[config.mk]
export PLATFORM = sky130hd
export DESIGN_NAME = uart_tx
export DESIGN_NICKNAME = d
export VERILOG_FILES = /design/src/rtl/uart_pkg.sv /design/src/rtl/uart_tx.sv
export SDC_FILE = /design/constraint.sdc
export NUM_CORES = 1
export LEC_CHECK = 0
export BUFFER_PORTS_ARGS = -buffer_cell sky130_fd_sc_hd__buf_2
export CORE_ASPECT_RATIO = 1.5
export CORE_MARGIN = 2
export CORE_UTILIZATION = 36
export DETAILED_ROUTE_END_ITERATION = 8
export SETUP_SLACK_MARGIN = 0.2
export SYNTH_ARGS = -nofsm -noshare
export SYNTH_HDL_FRONTEND = slang
export SYNTH_SLANG_ARGS = --single-unit
[constraint.sdc]
create_clock -name clk -period 1.7 [get_ports clk]
set_input_delay 0.51 -clock clk [delete_from_list [all_inputs] [get_ports clk]]
set_output_delay 0.51 -clock clk [all_outputs]
set_load 0.05 [all_outputs]
[src/rtl/uart_pkg.sv]
// rtl/uart_pkg.sv - shared UART definitions: frame constants, FSM state encoding, parity helper
package uart_pkg;

  localparam int UART_DATA_W = 8;
  localparam int UART_SAMPLE = 16;

  typedef enum logic [2:0] {
    ST_IDLE   = 3'd0,
    ST_START  = 3'd1,
    ST_DATA   = 3'd2,
    ST_PARITY = 3'd3,
    ST_STOP   = 3'd4
  } uart_state_e;

  function automatic logic calc_parity(input logic [UART_DATA_W-1:0] data, input logic odd);
    return (^data) ^ odd;
  endfunction

endpackage

[src/rtl/uart_tx.sv]
// rtl/uart_tx.sv - UART transmitter: start, 8 data bits LSB first, optional parity, 1 or 2 stop bits
module uart_tx
  import uart_pkg::*;
#(
  parameter int SAMPLE     = UART_SAMPLE,
  parameter int PARITY_EN  = 1,
  parameter int PARITY_ODD = 0,
  parameter int STOP_BITS  = 1
) (
  input  logic                   clk,
  input  logic                   rst_n,
  input  logic                   enable,
  input  logic [UART_DATA_W-1:0] d_in,
  input  logic                   d_in_valid,
  output logic                   ready,
  output logic                   Tx,
  output logic                   tx_done
);

  localparam int              CNT_W     = (SAMPLE > 1) ? $clog2(SAMPLE) : 1;
  localparam logic [CNT_W-1:0] LAST_TICK = CNT_W'(SAMPLE - 1);
  localparam logic [2:0]       LAST_DATA = 3'(UART_DATA_W - 1);
  localparam logic [2:0]       LAST_STOP = 3'(STOP_BITS - 1);

  uart_state_e            state;
  logic [CNT_W-1:0]       tick_cnt;
  logic [2:0]             bit_idx;
  logic [UART_DATA_W-1:0] shreg;
  logic                   parity_bit;

  always_ff @(posedge clk) begin
    if (!rst_n) begin
      state      <= ST_IDLE;
      tick_cnt   <= '0;
      bit_idx    <= '0;
      shreg      <= '0;
      parity_bit <= 1'b0;
      ready      <= 1'b1;
      Tx         <= 1'b1;
      tx_done    <= 1'b0;
    end else begin
      tx_done <= 1'b0;

      // Line level follows the state one clk later, so every edge lands 1 clk after a tick.
      case (state)
        ST_START:  Tx <= 1'b0;
        ST_DATA:   Tx <= shreg[0];
        ST_PARITY: Tx <= parity_bit;
        default:   Tx <= 1'b1;
      endcase

      if (state == ST_IDLE) begin
        if (d_in_valid && ready) begin
          shreg      <= d_in;
          parity_bit <= calc_parity(d_in, 1'(PARITY_ODD));
          tick_cnt   <= '0;
          bit_idx    <= '0;
          ready      <= 1'b0;
          state      <= ST_START;
        end
      end else if (enable) begin
        if (tick_cnt != LAST_TICK) begin
          tick_cnt <= tick_cnt + 1'b1;
        end else begin
          tick_cnt <= '0;
          case (state)
            ST_START: begin
              bit_idx <= '0;
              state   <= ST_DATA;
            end
            ST_DATA: begin
              shreg <= shreg >> 1;
              if (bit_idx == LAST_DATA) begin
                bit_idx <= '0;
                state   <= (PARITY_EN != 0) ? ST_PARITY : ST_STOP;
              end else begin
                bit_idx <= bit_idx + 1'b1;
              end
            end
            ST_PARITY: begin
              bit_idx <= '0;
              state   <= ST_STOP;
            end
            ST_STOP: begin
              if (bit_idx == LAST_STOP) begin
                bit_idx <= '0;
                ready   <= 1'b1;
                tx_done <= 1'b1;
                state   <= ST_IDLE;
              end else begin
                bit_idx <= bit_idx + 1'b1;
              end
            end
            default: begin
              ready <= 1'b1;
              state <= ST_IDLE;
            end
          endcase
        end
      end
    end
  end

endmodule

## After elaboration in Yosys (flattened, before gate mapping)

Index checks and enable logic that the tools add are counted.

- $add $sub $neg: 2
- Equal/unequal tests: 11
- Multiplexer cells: 31
- Bitwise gates (word level): 3
- Reduce and logical (&&, ||, !) cells: 16

Operator list:

| cell | count |
|---|---|
| two-way mux 8 bit | 5 |
| two-way mux 3 bit | 12 |
| two-way mux 4 bit | 4 |
| one-hot mux 3 bit (4 select lines) | 1 |
| AND reduction 5 bit | 2 |
| one-hot mux 3 bit (3 select lines) | 1 |
| AND reduction 4 bit | 2 |
| parity 8 bit | 1 |
| == test 3 x 2 -> 1 bit, second input constant | 2 |
| == test 3 bit, second input constant | 2 |
| logical NOT 3 bit | 2 |
| two-way mux 1 bit | 6 |
| != test 3 bit, second input constant | 2 |
| OR reduction 5 bit | 1 |
| adder 4 x 1 -> 4 bit, second input constant | 1 |
| != test 2 x 1 -> 1 bit, second input constant | 2 |
| != test 4 bit, second input constant | 1 |
| AND reduction 2 bit | 2 |
| nonzero test 2 bit | 2 |
| nonzero test 4 bit | 1 |
| adder 3 x 1 -> 3 bit, second input constant | 1 |
| == test 3 x 1 -> 1 bit, second input constant | 1 |
| inverter 1 bit | 3 |
| one-hot mux 1 bit (3 select lines) | 1 |
| other kinds (5) | 5 |

- Flip-flop bits (word level): 22
- Input bits: 12
- Output and inout port bits: 3
- Logic and storage cells: 71

## Logic depth before layout (Yosys ltp)

- Depth in word-level cells: 6
- Depth in mapped cells: 6
- Mapped depth without buffers: 6

## Least setup slack after synthesis

Ideal clock, no wire load.

- Kind: register -> register
- Start point: reg tick_cnt[0]
- End point: reg shreg[0]
- Setup time: 0.091 ns
- Data arrival time: 1.525 ns
- Data required time: 1.609 ns
- Path slack: 0.084 ns
- Cell stages (with the launch flop): 7
- Path buffers: 1
- Clock period less this slack: 1.616 ns
- Cell sequence: dfxtp_1 > ha_1 > and3_1 > o2111a_2 > or2_0 > buf_2 > a311oi_1

- Cells in the longest elaborated chain, start to end: 3

RTL lines:

| element | RTL line | text |
|---|---|---|
| start, declared | uart_tx.sv:26 | `logic [CNT_W-1:0] tick_cnt;` |
| start signal, assigned | uart_tx.sv:63 | `tick_cnt <= tick_cnt + 1'b1;` |
| != test 4 bit | uart_tx.sv:62 | `if (tick_cnt != LAST_TICK) begin` |
| != test 2 bit (no source line) | -- |  |
| AND reduction 4 bit (no source line) | -- |  |
| end signal, assigned | uart_tx.sv:54 | `shreg <= d_in;` |
| end signal, assigned | uart_tx.sv:72 | `shreg <= shreg >> 1;` |
| end, declared | uart_tx.sv:28 | `logic [UART_DATA_W-1:0] shreg;` |

Every way passes these cells.
A chain may end at the register's enable or synchronous reset.

## Worst setup path in the final report

- Start point: reg tick_cnt[1]
- End point: reg shreg[4]

The elaborated chain is that of the path after synthesis.

==> impl_metrics.py <==
metrics = {
    "yosys": {
        "synth_xor_area_share_pct": 5.11,
        "ys_types": 38,
        "synth_commonest_cells": "22 x dfxtp_1, 22 x nand2_1, 9 x a21oi_1, 9 x nor3_1",
        "syn_area_um2": 1200,
        "synth-main-ff-cell": "dfxtp_1",
        "yosysWarnings": 0,
        "synth_adder_area_share_pct": 4.18,
        "synthesis.nets": 160,
        "synthSimpleGateAreaFrac_pct": 26.0,
        "synthMuxAreaShare_pct": 3.34,
        "yosys.area.top_type_share_pct": 36.7,
        "synth_compound_area_share_pct": 19.0,
        "synth_top_family_by_area": "simple AND/OR/NAND/NOR gates",
        "synth.avg_cell_area_um2": 8.32,
        "synthCells": 144,
        "postSynthRegisterBits": 22,
        "yosys.area.top_type": "dfxtp_1",
        "yosys-top-cells-area": "dfxtp_1 37%, nand2_1 6.9%, xnor2_1 5.1%, ha_1 4.2%, a21oi_1 3.8%",
        "yosysSeqAreaShare_pct": 36.7,
        "synthArstFlopShare_pct": 0,
        "synth_edf_count": 0,
    },
    "placement": {
        "dp_hpwl_mm": 2.10,
        "place_ws_ns": -0.0272,
        "portBuffers": 14,
        "place_congestion": 0.750,
        "dp.cells": 205,
    },
    "clock_network": {
        "cts_made_buffers": 3,
        "cts_tree": "yes",
        "cts_root_buf": "clkbuf_8",
        "clock_latency_ns": 0.27,
        "ctsHoldBuffers": 0,
        "cts_max_level": 1,
        "cts.sinks": 22,
        "clk_pin_slew_ns": 0.09,
        "cts_max_path_buffers": 2,
    },
    "power": {
        "leakagePower_nw": 0.631,
        "vdd_drop_max_mv": 0.671,
        "powerDensity_nw_per_um2": 882,
    },
    "worst_setup_path": {
        "worst_ep_required_time_ns": 1.89,
        "r2r-start": "tick_cnt[1]$_SDFFE_PN0P_",
        "crit_fanout": 7,
        "arrival_ns": 1.70,
        "reg2reg_slack_ns": 0.19,
        "worstSetupStartpointType": "flip-flop",
        "cp-end-kind": "flip-flop",
        "criticalPathCategory": "flip-flop to flip-flop",
        "critPathLaunch": "tick_cnt[1]$_SDFFE_PN0P_",
    },
    "die": {
        "io_pins": 15,
        "dieArea_um2": 3820,
        "start_util_pct": 37.9,
        "rows": 25,
        "coreArea_um2": 3160,
        "die_h_um": 74.7,
        "die_w_um": 51.1,
    },
    "grt": {
        "grt_pass1_vias": 1137,
        "grt_pass1_wl_mm": 4.95,
        "grtUsageTotal_pct": 16.9,
        "gr-total-overflow": 0,
        "grt_max_degree": 14,
        "antenna_found_initial": 0,
    },
    "route": {
        "via_count": 1154,
        "firstDrtPassIters": 4,
        "wl_mm": 2.94,
        "drtAntennaViolNets": 0,
        "drt_iter0_markers": 41,
        "post_drt_wl_per_cell_um": 13.5,
        "avgViaCountPerCell": 5.32,
        "drc_errors": 0,
    },
    "final_layout": {
        "n_antenna_cell": 0,
        "drive_gt1_share_pct": 39.0,
        "syn2layout_area_growth_pct": 35.2,
        "fin_cells": 217,
        "layout.nets": 194,
    },
    "sta": {
        "min_period_ns": 1.51,
        "finalSetupViolCount": 0,
        "rsz0062_at_grt": "true",
        "hold_violations": 0,
        "max_freq_ghz": 0.661,
        "slew_headroom_pct": 74.9,
        "finalWorstSetupSlack_ns": 0.187,
        "fin_crit_sh_pct": 89.0,
        "worstMarginPinSlew_ns": 0.377,
        "finalMaxSlewViolations": 0,
        "clock_skew_ns": 0.00611,
    },
    "job": {
        "maxCapViolations": 0,
    },
    "worst_hold_path": {
        "hp-class": "flip-flop to flip-flop",
        "hp-start": "bit_idx[0]$_SDFFE_PN0P_",
    },
    "status": {
        "outcome": "complete, no violations",
    },
}
[kinds of logic (layout without fill, tap and decap cells)]
kind of cell               count (synthesis)  count (layout)
adders and majority gates                  4               4
AOI/OAI and AO/OA                         30              30
buffers and inverters                     16              49
and+or+nand+nor                           61              61
xor gates and xnor gates                   7               7
muxes                                      4               4
DFF                                       22              22
[flip-flops by register name, indices dropped and copies added (netlist names)]
register	flops
Tx	1
bit_idx	3
parity_bit	1
ready	1
shreg	8
state	3
tick_cnt	4
tx_done	1
[area by class of cell]
class	count	area (um2)
multi-input combinational	106	763
sequential	22	452
fill	301	1540
clock inverter	1	30.0
timing repair buffer	38	258
clock buffer	3	41.3
tap	40	50.0
inverter	7	26.3
[metal layers]
metal | share of wire, % | vias up | track usage (%)
met5 | 0 | - | 0
met4 | 1.6 | 0 | 6.61
met3 | 3.1 | 6 | 1.98
met2 | 52 | 32 | 30.7
met1 | 43 | 527 | 20.2
li1 | - | 589 | -
[stage by stage]
step | area (um2) | setup TNS (ns) | power, W | util [%] | hold WS, ns
4_1_cts | 1570 | 0 | 0.00141 | 49.7 | 0.487
3_3_place_gp | 1420 | 0 | 0.000879 | 44.9 | 0.464
6_report | 1620 | 0 | 0.00143 | 51.3 | 0.477
5_1_grt | 1620 | 0 | 0.00148 | 51.3 | 0.508
2_1_floorplan | 1220 | 0 | 0.000787 | - | 0.450
3_5_place_dp | 1420 | -0.0764 | 0.000884 | 44.9 | 0.475
[path summary, 6_finish.rpt]
| path | endpoint | cells after the start |
|---|---|---|
| max | shreg[4]$_SDFFE_PN0P_ | 5 |
| min | bit_idx[0]$_SDFFE_PN0P_ | 2 |
| max reg2reg | shreg[4]$_SDFFE_PN0P_ | 5 |
| min reg2reg | bit_idx[0]$_SDFFE_PN0P_ | 2 |
[cells in the final DEF (no fill, tap or decap), drive strengths merged]
cell,count
nand3b,2
dfxtp,22
o2111a,1
a311oi,7
buf,38
a21oi,10
o22ai,1
a22oi,1
and2,2
nor2,5
bufinv,1
o2111ai,1
o21ai,4
nand3,6
ha,4
nand4b,1
or3,3
or2,2
o31a,1
o211ai,1
clkbuf,3
mux2i,4
nand2,22
xnor2,7
or4,1
a221o,1
nand4,2
inv,7
nand2b,2
o311a,1
o221ai,1
nor3,10
nor2b,1
and3,2
[what timing repair did]
action	in CTS	in global routing
resized for setup	10	11
pin swaps	3	3
gates cloned	0	0
endpoints found under the setup margin	13	15
buffers inserted	6	2
[power by group]
part / internal, W / switching, W / leakage, nW
sequential: 0.000553 / 0.0000253 / 0.183
clock: 0.000315 / 0.000182 / 0.0357
combinational: 0.000174 / 0.000181 / 0.413
[worst max-delay path: stages (launching register included)]
cell and delay [ns]:
dfxtp_2 0.34, ha_4 0.16, and3_4 0.18, o2111a_2 0.27, or2_4 0.29, a311oi_2 0.20
(Power assumes the default switching activity.)
